<file path="src/rtl/branch_unit_if.sv">
// Bundle of fetch-side prediction and EX-side resolve signals shared between
// the pipeline (master) and the branch unit (slave).
// Optional macro: BRANCH_STATS_EN adds the br_count/miss_count statistics.
interface branch_unit_if #(
  parameter int XLEN  = 32,
  parameter int CNT_W = 32
);

  // Fetch-side prediction lookup
  logic [XLEN-1:0]  fetch_pc;
  logic             pred_taken;

  // EX-side resolve inputs
  logic             ex_valid;
  logic             ex_branch;
  logic [2:0]       ex_funct3;
  logic             ex_eq;
  logic             ex_ge;
  logic             ex_less;
  logic             ex_ge_u;
  logic             ex_less_u;
  logic [XLEN-1:0]  ex_pc;
  logic             ex_pred_taken;
  logic             flush;

  // Resolve results
  logic             taken;
  logic             mispredict;
  logic             mispredict_taken;

`ifdef BRANCH_STATS_EN
  logic [CNT_W-1:0] br_count;
  logic [CNT_W-1:0] miss_count;

  modport master (
    output fetch_pc, ex_valid, ex_branch, ex_funct3,
           ex_eq, ex_ge, ex_less, ex_ge_u, ex_less_u,
           ex_pc, ex_pred_taken, flush,
    input  pred_taken, taken, mispredict, mispredict_taken,
           br_count, miss_count
  );

  modport slave (
    input  fetch_pc, ex_valid, ex_branch, ex_funct3,
           ex_eq, ex_ge, ex_less, ex_ge_u, ex_less_u,
           ex_pc, ex_pred_taken, flush,
    output pred_taken, taken, mispredict, mispredict_taken,
           br_count, miss_count
  );
`else
  // Keeps the counter width parameter referenced when statistics are absent
  logic [CNT_W-1:0] unused_cnt_width;
  assign unused_cnt_width = '0;

  modport master (
    output fetch_pc, ex_valid, ex_branch, ex_funct3,
           ex_eq, ex_ge, ex_less, ex_ge_u, ex_less_u,
           ex_pc, ex_pred_taken, flush,
    input  pred_taken, taken, mispredict, mispredict_taken
  );

  modport slave (
    input  fetch_pc, ex_valid, ex_branch, ex_funct3,
           ex_eq, ex_ge, ex_less, ex_ge_u, ex_less_u,
           ex_pc, ex_pred_taken, flush,
    output pred_taken, taken, mispredict, mispredict_taken
  );
`endif

endinterface

</file>
<file path="src/rtl/branch_unit.sv">
// Branch resolution and 2-bit saturating-counter prediction unit.
// Resolves conditional branches in EX, trains a direct-mapped counter table
// read by fetch, and raises a registered mispredict pulse for redirect logic.
// Optional macro: BRANCH_STATS_EN adds resolved/mispredicted branch counters.
// IDX_BITS is intended to lie in 1..12 and XLEN must exceed IDX_BITS+2.
module branch_unit #(
  parameter int XLEN     = 32,
  parameter int IDX_BITS = 6,
  parameter int CNT_W    = 32
) (
  input  logic         clk,
  input  logic         rst,
  branch_unit_if.slave bus
);

  localparam int ENTRIES = 1 << IDX_BITS;

  // Counter encoding: 00 strong-NT, 01 weak-NT, 10 weak-T, 11 strong-T
  localparam logic [1:0] CNT_SNT = 2'b00;
  localparam logic [1:0] CNT_WNT = 2'b01;
  localparam logic [1:0] CNT_ST  = 2'b11;

  logic [1:0]          table_q [ENTRIES];
  logic [IDX_BITS-1:0] fetch_idx;
  logic [IDX_BITS-1:0] ex_idx;
  logic                cond_met;
  logic                legal;
  logic                taken;
  logic                res;
  logic                miss;
  logic [1:0]          ex_cnt;
  logic [1:0]          ex_cnt_next;
  logic                mispredict_q;
  logic                mispredict_taken_q;

  // Word-aligned PCs: the low two bits never select an entry
  assign fetch_idx = bus.fetch_pc[IDX_BITS+1:2];
  assign ex_idx    = bus.ex_pc[IDX_BITS+1:2];

  // PC bits outside the index field do not participate in prediction
  logic unused_pc_bits;
  assign unused_pc_bits = ^{bus.fetch_pc[XLEN-1:IDX_BITS+2], bus.fetch_pc[1:0],
                            bus.ex_pc[XLEN-1:IDX_BITS+2], bus.ex_pc[1:0]};

  // Decode funct3 into the comparator condition and its legality
  always_comb begin
    cond_met = 1'b0;
    legal    = 1'b1;
    case (bus.ex_funct3)
      3'b000:  cond_met = bus.ex_eq;
      3'b001:  cond_met = ~bus.ex_eq;
      3'b100:  cond_met = bus.ex_less;
      3'b101:  cond_met = bus.ex_ge;
      3'b110:  cond_met = bus.ex_less_u;
      3'b111:  cond_met = bus.ex_ge_u;
      default: legal    = 1'b0;
    endcase
  end

  // Outcome is only meaningful for a valid branch; squashed ones still report it
  assign taken = bus.ex_valid & bus.ex_branch & cond_met;
  assign res   = bus.ex_valid & bus.ex_branch & ~bus.flush & legal;
  assign miss  = res & (taken != bus.ex_pred_taken);

  // Prediction is the pre-update table contents; no write-to-read bypass
  assign bus.pred_taken = table_q[fetch_idx][1];
  assign bus.taken      = taken;

  // Saturating increment on taken, decrement on not-taken
  always_comb begin
    ex_cnt      = table_q[ex_idx];
    ex_cnt_next = ex_cnt;
    if (taken) begin
      if (ex_cnt != CNT_ST) begin
        ex_cnt_next = ex_cnt + 2'b01;
      end
    end else begin
      if (ex_cnt != CNT_SNT) begin
        ex_cnt_next = ex_cnt - 2'b01;
      end
    end
  end

  // Counter table: reset clears all training to weak-NT, then trains on resolves
  always_ff @(posedge clk) begin
    if (rst) begin
      for (int i = 0; i < ENTRIES; i++) begin
        table_q[i] <= CNT_WNT;
      end
    end else if (res) begin
      table_q[ex_idx] <= ex_cnt_next;
    end
  end

  // One-cycle mispredict pulse with the actual direction for the redirect
  always_ff @(posedge clk) begin
    if (rst) begin
      mispredict_q       <= 1'b0;
      mispredict_taken_q <= 1'b0;
    end else begin
      mispredict_q       <= miss;
      mispredict_taken_q <= miss & taken;
    end
  end

  assign bus.mispredict       = mispredict_q;
  assign bus.mispredict_taken = mispredict_taken_q;

`ifdef BRANCH_STATS_EN
  logic [CNT_W-1:0] br_count_q;
  logic [CNT_W-1:0] miss_count_q;

  // Statistics: misses are counted from the registered pulse, so they lag by one
  always_ff @(posedge clk) begin
    if (rst) begin
      br_count_q   <= '0;
      miss_count_q <= '0;
    end else begin
      if (res) begin
        br_count_q <= br_count_q + 1'b1;
      end
      if (mispredict_q) begin
        miss_count_q <= miss_count_q + 1'b1;
      end
    end
  end

  assign bus.br_count   = br_count_q;
  assign bus.miss_count = miss_count_q;
`else
  // Keeps the counter width parameter referenced when statistics are absent
  logic [CNT_W-1:0] unused_cnt_width;
  assign unused_cnt_width = '0;
`endif

endmodule

</file>
<file path="src/flat_wrapper.sv">
// flat-port wrapper written by rule: the top's interface ports become plain ports
module branch_unit_flat 
#(
  parameter int XLEN     = 32,
  parameter int IDX_BITS = 6,
  parameter int CNT_W    = 32
)
  (clk, rst, bus_fetch_pc, bus_ex_valid, bus_ex_branch, bus_ex_funct3, bus_ex_eq, bus_ex_ge, bus_ex_less, bus_ex_ge_u, bus_ex_less_u, bus_ex_pc, bus_ex_pred_taken, bus_flush, bus_pred_taken, bus_taken, bus_mispredict, bus_mispredict_taken);
  branch_unit_if #(.XLEN(XLEN), .CNT_W(CNT_W)) bus_i ();
  input  logic clk;
  input  logic rst;
  input wire logic [$bits(bus_i.fetch_pc)-1:0] bus_fetch_pc;
  input wire logic [$bits(bus_i.ex_valid)-1:0] bus_ex_valid;
  input wire logic [$bits(bus_i.ex_branch)-1:0] bus_ex_branch;
  input wire logic [$bits(bus_i.ex_funct3)-1:0] bus_ex_funct3;
  input wire logic [$bits(bus_i.ex_eq)-1:0] bus_ex_eq;
  input wire logic [$bits(bus_i.ex_ge)-1:0] bus_ex_ge;
  input wire logic [$bits(bus_i.ex_less)-1:0] bus_ex_less;
  input wire logic [$bits(bus_i.ex_ge_u)-1:0] bus_ex_ge_u;
  input wire logic [$bits(bus_i.ex_less_u)-1:0] bus_ex_less_u;
  input wire logic [$bits(bus_i.ex_pc)-1:0] bus_ex_pc;
  input wire logic [$bits(bus_i.ex_pred_taken)-1:0] bus_ex_pred_taken;
  input wire logic [$bits(bus_i.flush)-1:0] bus_flush;
  output wire logic [$bits(bus_i.pred_taken)-1:0] bus_pred_taken;
  output wire logic [$bits(bus_i.taken)-1:0] bus_taken;
  output wire logic [$bits(bus_i.mispredict)-1:0] bus_mispredict;
  output wire logic [$bits(bus_i.mispredict_taken)-1:0] bus_mispredict_taken;
  assign bus_i.fetch_pc = bus_fetch_pc;
  assign bus_i.ex_valid = bus_ex_valid;
  assign bus_i.ex_branch = bus_ex_branch;
  assign bus_i.ex_funct3 = bus_ex_funct3;
  assign bus_i.ex_eq = bus_ex_eq;
  assign bus_i.ex_ge = bus_ex_ge;
  assign bus_i.ex_less = bus_ex_less;
  assign bus_i.ex_ge_u = bus_ex_ge_u;
  assign bus_i.ex_less_u = bus_ex_less_u;
  assign bus_i.ex_pc = bus_ex_pc;
  assign bus_i.ex_pred_taken = bus_ex_pred_taken;
  assign bus_i.flush = bus_flush;
  assign bus_pred_taken = bus_i.pred_taken;
  assign bus_taken = bus_i.taken;
  assign bus_mispredict = bus_i.mispredict;
  assign bus_mispredict_taken = bus_i.mispredict_taken;
  branch_unit #(.XLEN(XLEN), .IDX_BITS(IDX_BITS), .CNT_W(CNT_W)) u_core (.clk(clk), .rst(rst), .bus(bus_i));
endmodule
</file>
<file path="config.mk">
export PLATFORM = sky130hd
export DESIGN_NAME = branch_unit_flat
export DESIGN_NICKNAME = d
export VERILOG_FILES = /design/src/rtl/branch_unit_if.sv /design/src/rtl/branch_unit.sv /design/src/flat_wrapper.sv
export SDC_FILE = /design/constraint.sdc
export NUM_CORES = 1
export LEC_CHECK = 0
export ABC_CLOCK_PERIOD_IN_PS = 4300
export CORE_MARGIN = 4
export CORE_UTILIZATION = 55
export DETAILED_ROUTE_END_ITERATION = 6
export PLACE_DENSITY = 0.81
export SYNTH_ARGS = -nofsm -noshare
export SYNTH_HDL_FRONTEND = slang
export SYNTH_SLANG_ARGS = --single-unit
</file>
<file path="constraint.sdc">
create_clock -name clk -period 4.3 [get_ports clk]
set_input_delay 0.86 -clock clk [delete_from_list [all_inputs] [get_ports clk]]
set_output_delay 0.86 -clock clk [all_outputs]
set_load 0.02 [all_outputs]
</file>
# After elaboration in Yosys (flattened, before gate mapping)
# Memory sizes are Yosys's and may differ from the RTL's.
# Index checks and enable logic that the tools add are counted.
totals:
  rom_bits: 0
  ram_bits: 128
  memories: 1
  out_inout_bits: 4
  reg_bits: 2
  input_bits: 78
  wordCells: 37
  latchBits: 0
memory_table:
  columns: ["name", "depth", "word_bits", "read_ports", "rd_ports_with_merged_regs", "write_ports", "line_no", "source"]
  rows:
  - ["u_core.table_q", 64, 2, 2, 0, 64, "branch_unit.sv:23", "logic [1:0] table_q [ENTRIES];"]
op_classes:
  add_sub_neg: 2
  n_reduce_logical: 4
  shifts: 0
  eq_ne: 7
  n_lt_le_gt_ge: 0
  n_bitwise: 8
  div: 0
  n_mux: 13
  multipliers: 0
op_table:
  columns: ["op", "n"]
  rows:
  - ["$eq 3x3->1 const B", 4]
  - ["$mux 2", 4]
  - ["$mux 1", 7]
  - ["$and 1x1->1", 6]
  - ["$mux 6", 1]
  - ["$pmux 1 s6", 1]
  - ["$reduce_or 6->1", 1]
  - ["$eq 3x1->1 const B", 1]
  - ["$logic_not 3->1", 1]
  - ["$add 2x1->2 const B", 1]
  - ["$ne 2x2->1 const B", 1]
  - ["$not 1->1", 2]
  - ["$reduce_bool 2->1", 1]
  - ["$reduce_or 2->1", 1]
  - ["$sub 2x1->2 const B", 1]
  - ["$ne 1x1->1", 1]

# Depth between registers and ports, before layout
logic_depth:
  word_depth: 9
  depth_mapped: 12
  depth_no_buf: 7

# Least setup slack after synthesis
# No wires, ideal clock.
synth_timing:
  path_type: "input to output"
  from: "input port bus_fetch_pc[2]"
  to: "output port bus_pred_taken"
  path_stages: 5
  slack_ps: 99
  arrival_time_ps: 3341
  path_cell_list: "clkbuf_1 > buf_1 > mux4_2 > mux4_2 > mux4_2"
synth_between:
  elab_chain_len: 1
synth_rtl:
  columns: ["item", "line_no", "source"]
  rows:
  - ["from (decl)", "flat_wrapper.sv:12", "input wire logic [$bits(bus_i.fetch_pc)-1:0] bus_fetch_pc;"]
  - ["$mem_v2 64x2", null, null]
  - ["to (decl)", "flat_wrapper.sv:24", "output wire logic [$bits(bus_i.pred_taken)-1:0] bus_pred_taken;"]
# Every way passes these cells.

# Worst setup path after layout
layout_timing:
  from: "input port bus_fetch_pc[3]"
  to: "output port bus_pred_taken"
# Same word-level chain as after synthesis.

==> out/metrics.csv <==
metric,value,unit
clockBufferDepth,2,
path_cells,clkdlybuf4s50_1 -> buf_12 -> mux4_2 -> mux4_2 -> mux4_2 -> dlygate4sd2_1,
totalPowerFinal,0.00347,W
ys.flop_type,edfxtp_1,
cpPeakStageDelay,520,ps
non_filler_instance_count_after_layout,817,
avgSynthCellArea,11.9,µm²
count_of_flip_flops_with_a_built_in_enable_after_synthesis,128,
post_synthesis_register_bit_count,130,
count_of_input_and_output_buffers,29,
ir_worst_vdd,293,µV
finalClockSkew,9.15,ps
synthSimpleGateAreaFrac,0.196,
start_util,0.565,
detailedRoute.firstPassIterationCount,6,
path_class,in2out,
tightestPinTransition,736,ps
pin_count_of_the_biggest_net_entering_global_routing,65,
worstSkewPairLatency,420,ps
critPathLaunchType,input pin,
setup_violations,0,
clock_tree_from_tritoncts,yes,
yosys.area_share.xor_xnor,0.00244,
number_of_buffers_inserted_for_hold_repair_after_clock_tree_synthesis,0,
die_height,122,µm
timing.critical_path.mode_cell,mux4_2,
placeableCoreArea,12700,µm²
yosysTopAreaCellShare,0.535,
min_period_over_period,0.951,
post-synth-top-count-cell,edfxtp_1,
gp_routability_congestion,0.925,
number_of_max_capacitance_violations_reported,0,
hold_viol_final,0,
floorplan.io_pins,82,
num_rows,41,
max_clock_freq,0.244,GHz
pwr_density_cell,412,nW/µm²
final_net_count,710,
crit_arrival,3230,ps
grt_first_pass_wirelength,30400,µm
dpl.hpwl,13000,µm
max_slew_margin,0.508,
layout.core_utilization,0.661,
aggregate_global_route_resource_usage,0.276,
tritoncts.num_buffers,17,
drt-wirelength-per-cell,24.1,µm
synth_area_leader_cell,edfxtp_1,
layout_min_cycle_time,4090,ps
synth_top_family_by_area,simple AND/OR/NAND/NOR gates,
synth-compound-area-share,0.0617,
number_of_global_route_vias_before_repair,5547,
synthTopCellsByArea,"edfxtp_1 (54%), mux4_2 (13%), nand2_1 (3.4%)",
synth_cells,605,
final_antenna_net_count,0,
ys_warn_count,0,
antennaDiodeCount,0,
via_count,5548,
area_enclosed_by_the_die_boundary,15000,µm²
layout_area_growth_over_synthesis,17.1,%
depth_of_the_cts_h_tree,4,
share_of_synthesized_area_occupied_by_flip_flops_and_latches,0.541,
crit_fanout,16,
crit_slowest_cell,clkdlybuf4s50_1,
die_x,122,µm
clkSlewWorstSetupHoldPaths,60,ps
clockRootBuffer,clkbuf_16,
total_gr_overflow,0,
syn_area,7180,µm²
yosys.cell_types.count,46,
antenna_found_initial,0,
timing_max_transition_violations_final,0,
whs,810,ps
muxShareOfSynthArea,0.147,
drive_gt1_frac,0.226,
numClockSinks,130,
top_delay_family_on_crit_path,multiplexers,
drt_iter0_drc,1045,
cp_data_required_time,3440,ps
synthArstFlopShare,0,
drt-vias-per-instance,6.79,
wl,19700,µm
worst-r2r-setup-slack,1430,ps
synthesis.nets,683,
hold_path.class,in2reg,
cp.buffers_inverters,3,
drc_errors,0,
post_placement_cell_count,785,
rsz0062_at_grt,no,
finalSetupTns,0,ps
synth_fa_ha_area_frac,0.00296,
run_status,completed,
synth_top_cells_by_count,"edfxtp_1 (128), nand2_1 (66), nor2_1 (54), mux4_2 (42), nand3_1 (40)",
p_leak,2.72,nW
critPathCaptureType,primary output,
power breakdown:
group	switching, W	internal [W]
Sequential	0.0000174	0.00142
Clock	0.000544	0.00110
Combinational	0.000230	0.000156
placed cells by master, fill, tap and decap left out, types with 6 or more instances in the layout:
master	netlist	final
nand4_1	13	13
mux2i_1	11	11
buf_4	3	40
clkbuf_16	0	17
o21bai_1	13	13
mux4_2	42	42
clkdlybuf4s50_1	0	24
nand2_1	66	66
nor2_1	54	54
a21o_1	7	7
a22oi_1	7	7
bufinv_16	0	6
edfxtp_1	128	128
a21oi_1	9	9
nand2b_1	26	26
nor3_1	38	37
nor4_1	8	8
or2_2	19	19
nand3_1	40	40
through the flow:
step / setup WS (ps) / cell area (µm²)
finish: 209 / 8410
floorplan: 99.0 / 7180
global placement: -182 / 7740
global route: 146 / 8410
detailed placement: -225 / 7740
CTS: 205 / 8410
logic make-up (layout without fill, tap and decap cells):
logic type	after synthesis	in the layout
flops	130	130
fa+ha+maj	2	2
compound gates	61	61
buf+inv	71	111
simple gates	286	286
xor+xnor	2	2
mux	53	53
final timing paths:
check / from / to / depth (start not counted)
hold reg to reg: u_core.table_q[4][0]$_SDFFCE_PN1P_ / u_core.table_q[5][0]$_SDFFCE_PN1P_ / 7
setup reg to reg: u_core.table_q[29][0]$_SDFFCE_PN1P_ / u_core.table_q[44][1]$_SDFFCE_PN0P_ / 8
hold / removal: rst / u_core.bus.mispredict$_SDFF_PP0_ / 4
setup / recovery: bus_fetch_pc[3] / bus_pred_taken / 6
sequential cells by signal, summed over array words and instances, names as in the netlist:
| name | cells |
|---|---|
| u_core.bus.mispredict | 1 |
| u_core.table_q | 128 |
| u_core.bus.mispredict_taken | 1 |
worst register-to-register path, delay by kind of cell (launching register included):
kind | cells | cell delay, ps
compound gates | 2 | 410
fa+ha+maj | 1 | 330
buf+inv | 1 | 300
flops | 1 | 380
mux | 1 | 500
simple gates | 3 | 660
per-layer routing:
metal / vias up / part of all wire / GRT usage
met2: 453 / 0.50 / 0.451
met5: - / 0 / 0
met3: 66 / 0.11 / 0.0627
met4: 0 / 0.042 / 0.135
li1: 2342 / - / -
met1: 2687 / 0.35 / 0.348
layout make-up:
| cell class | count | area [µm²] |
|---|---|---|
| Clock buffer | 19 | 443 |
| Tap cell | 172 | 215 |
| Clock inverter | 13 | 233 |
| Timing Repair Buffer | 74 | 664 |
| Fill cell | 914 | 4310 |
| Inverter | 5 | 18.8 |
| Sequential cell | 130 | 3880 |
| Multi-Input combinational cell | 404 | 2960 |
repair_timing:
item | in CTS | in global routing
buffers inserted | 0 | 0
gates resized for setup | 3 | 0
setup endpoints to repair | 1 | 0
(Power assumes the default switching activity.)
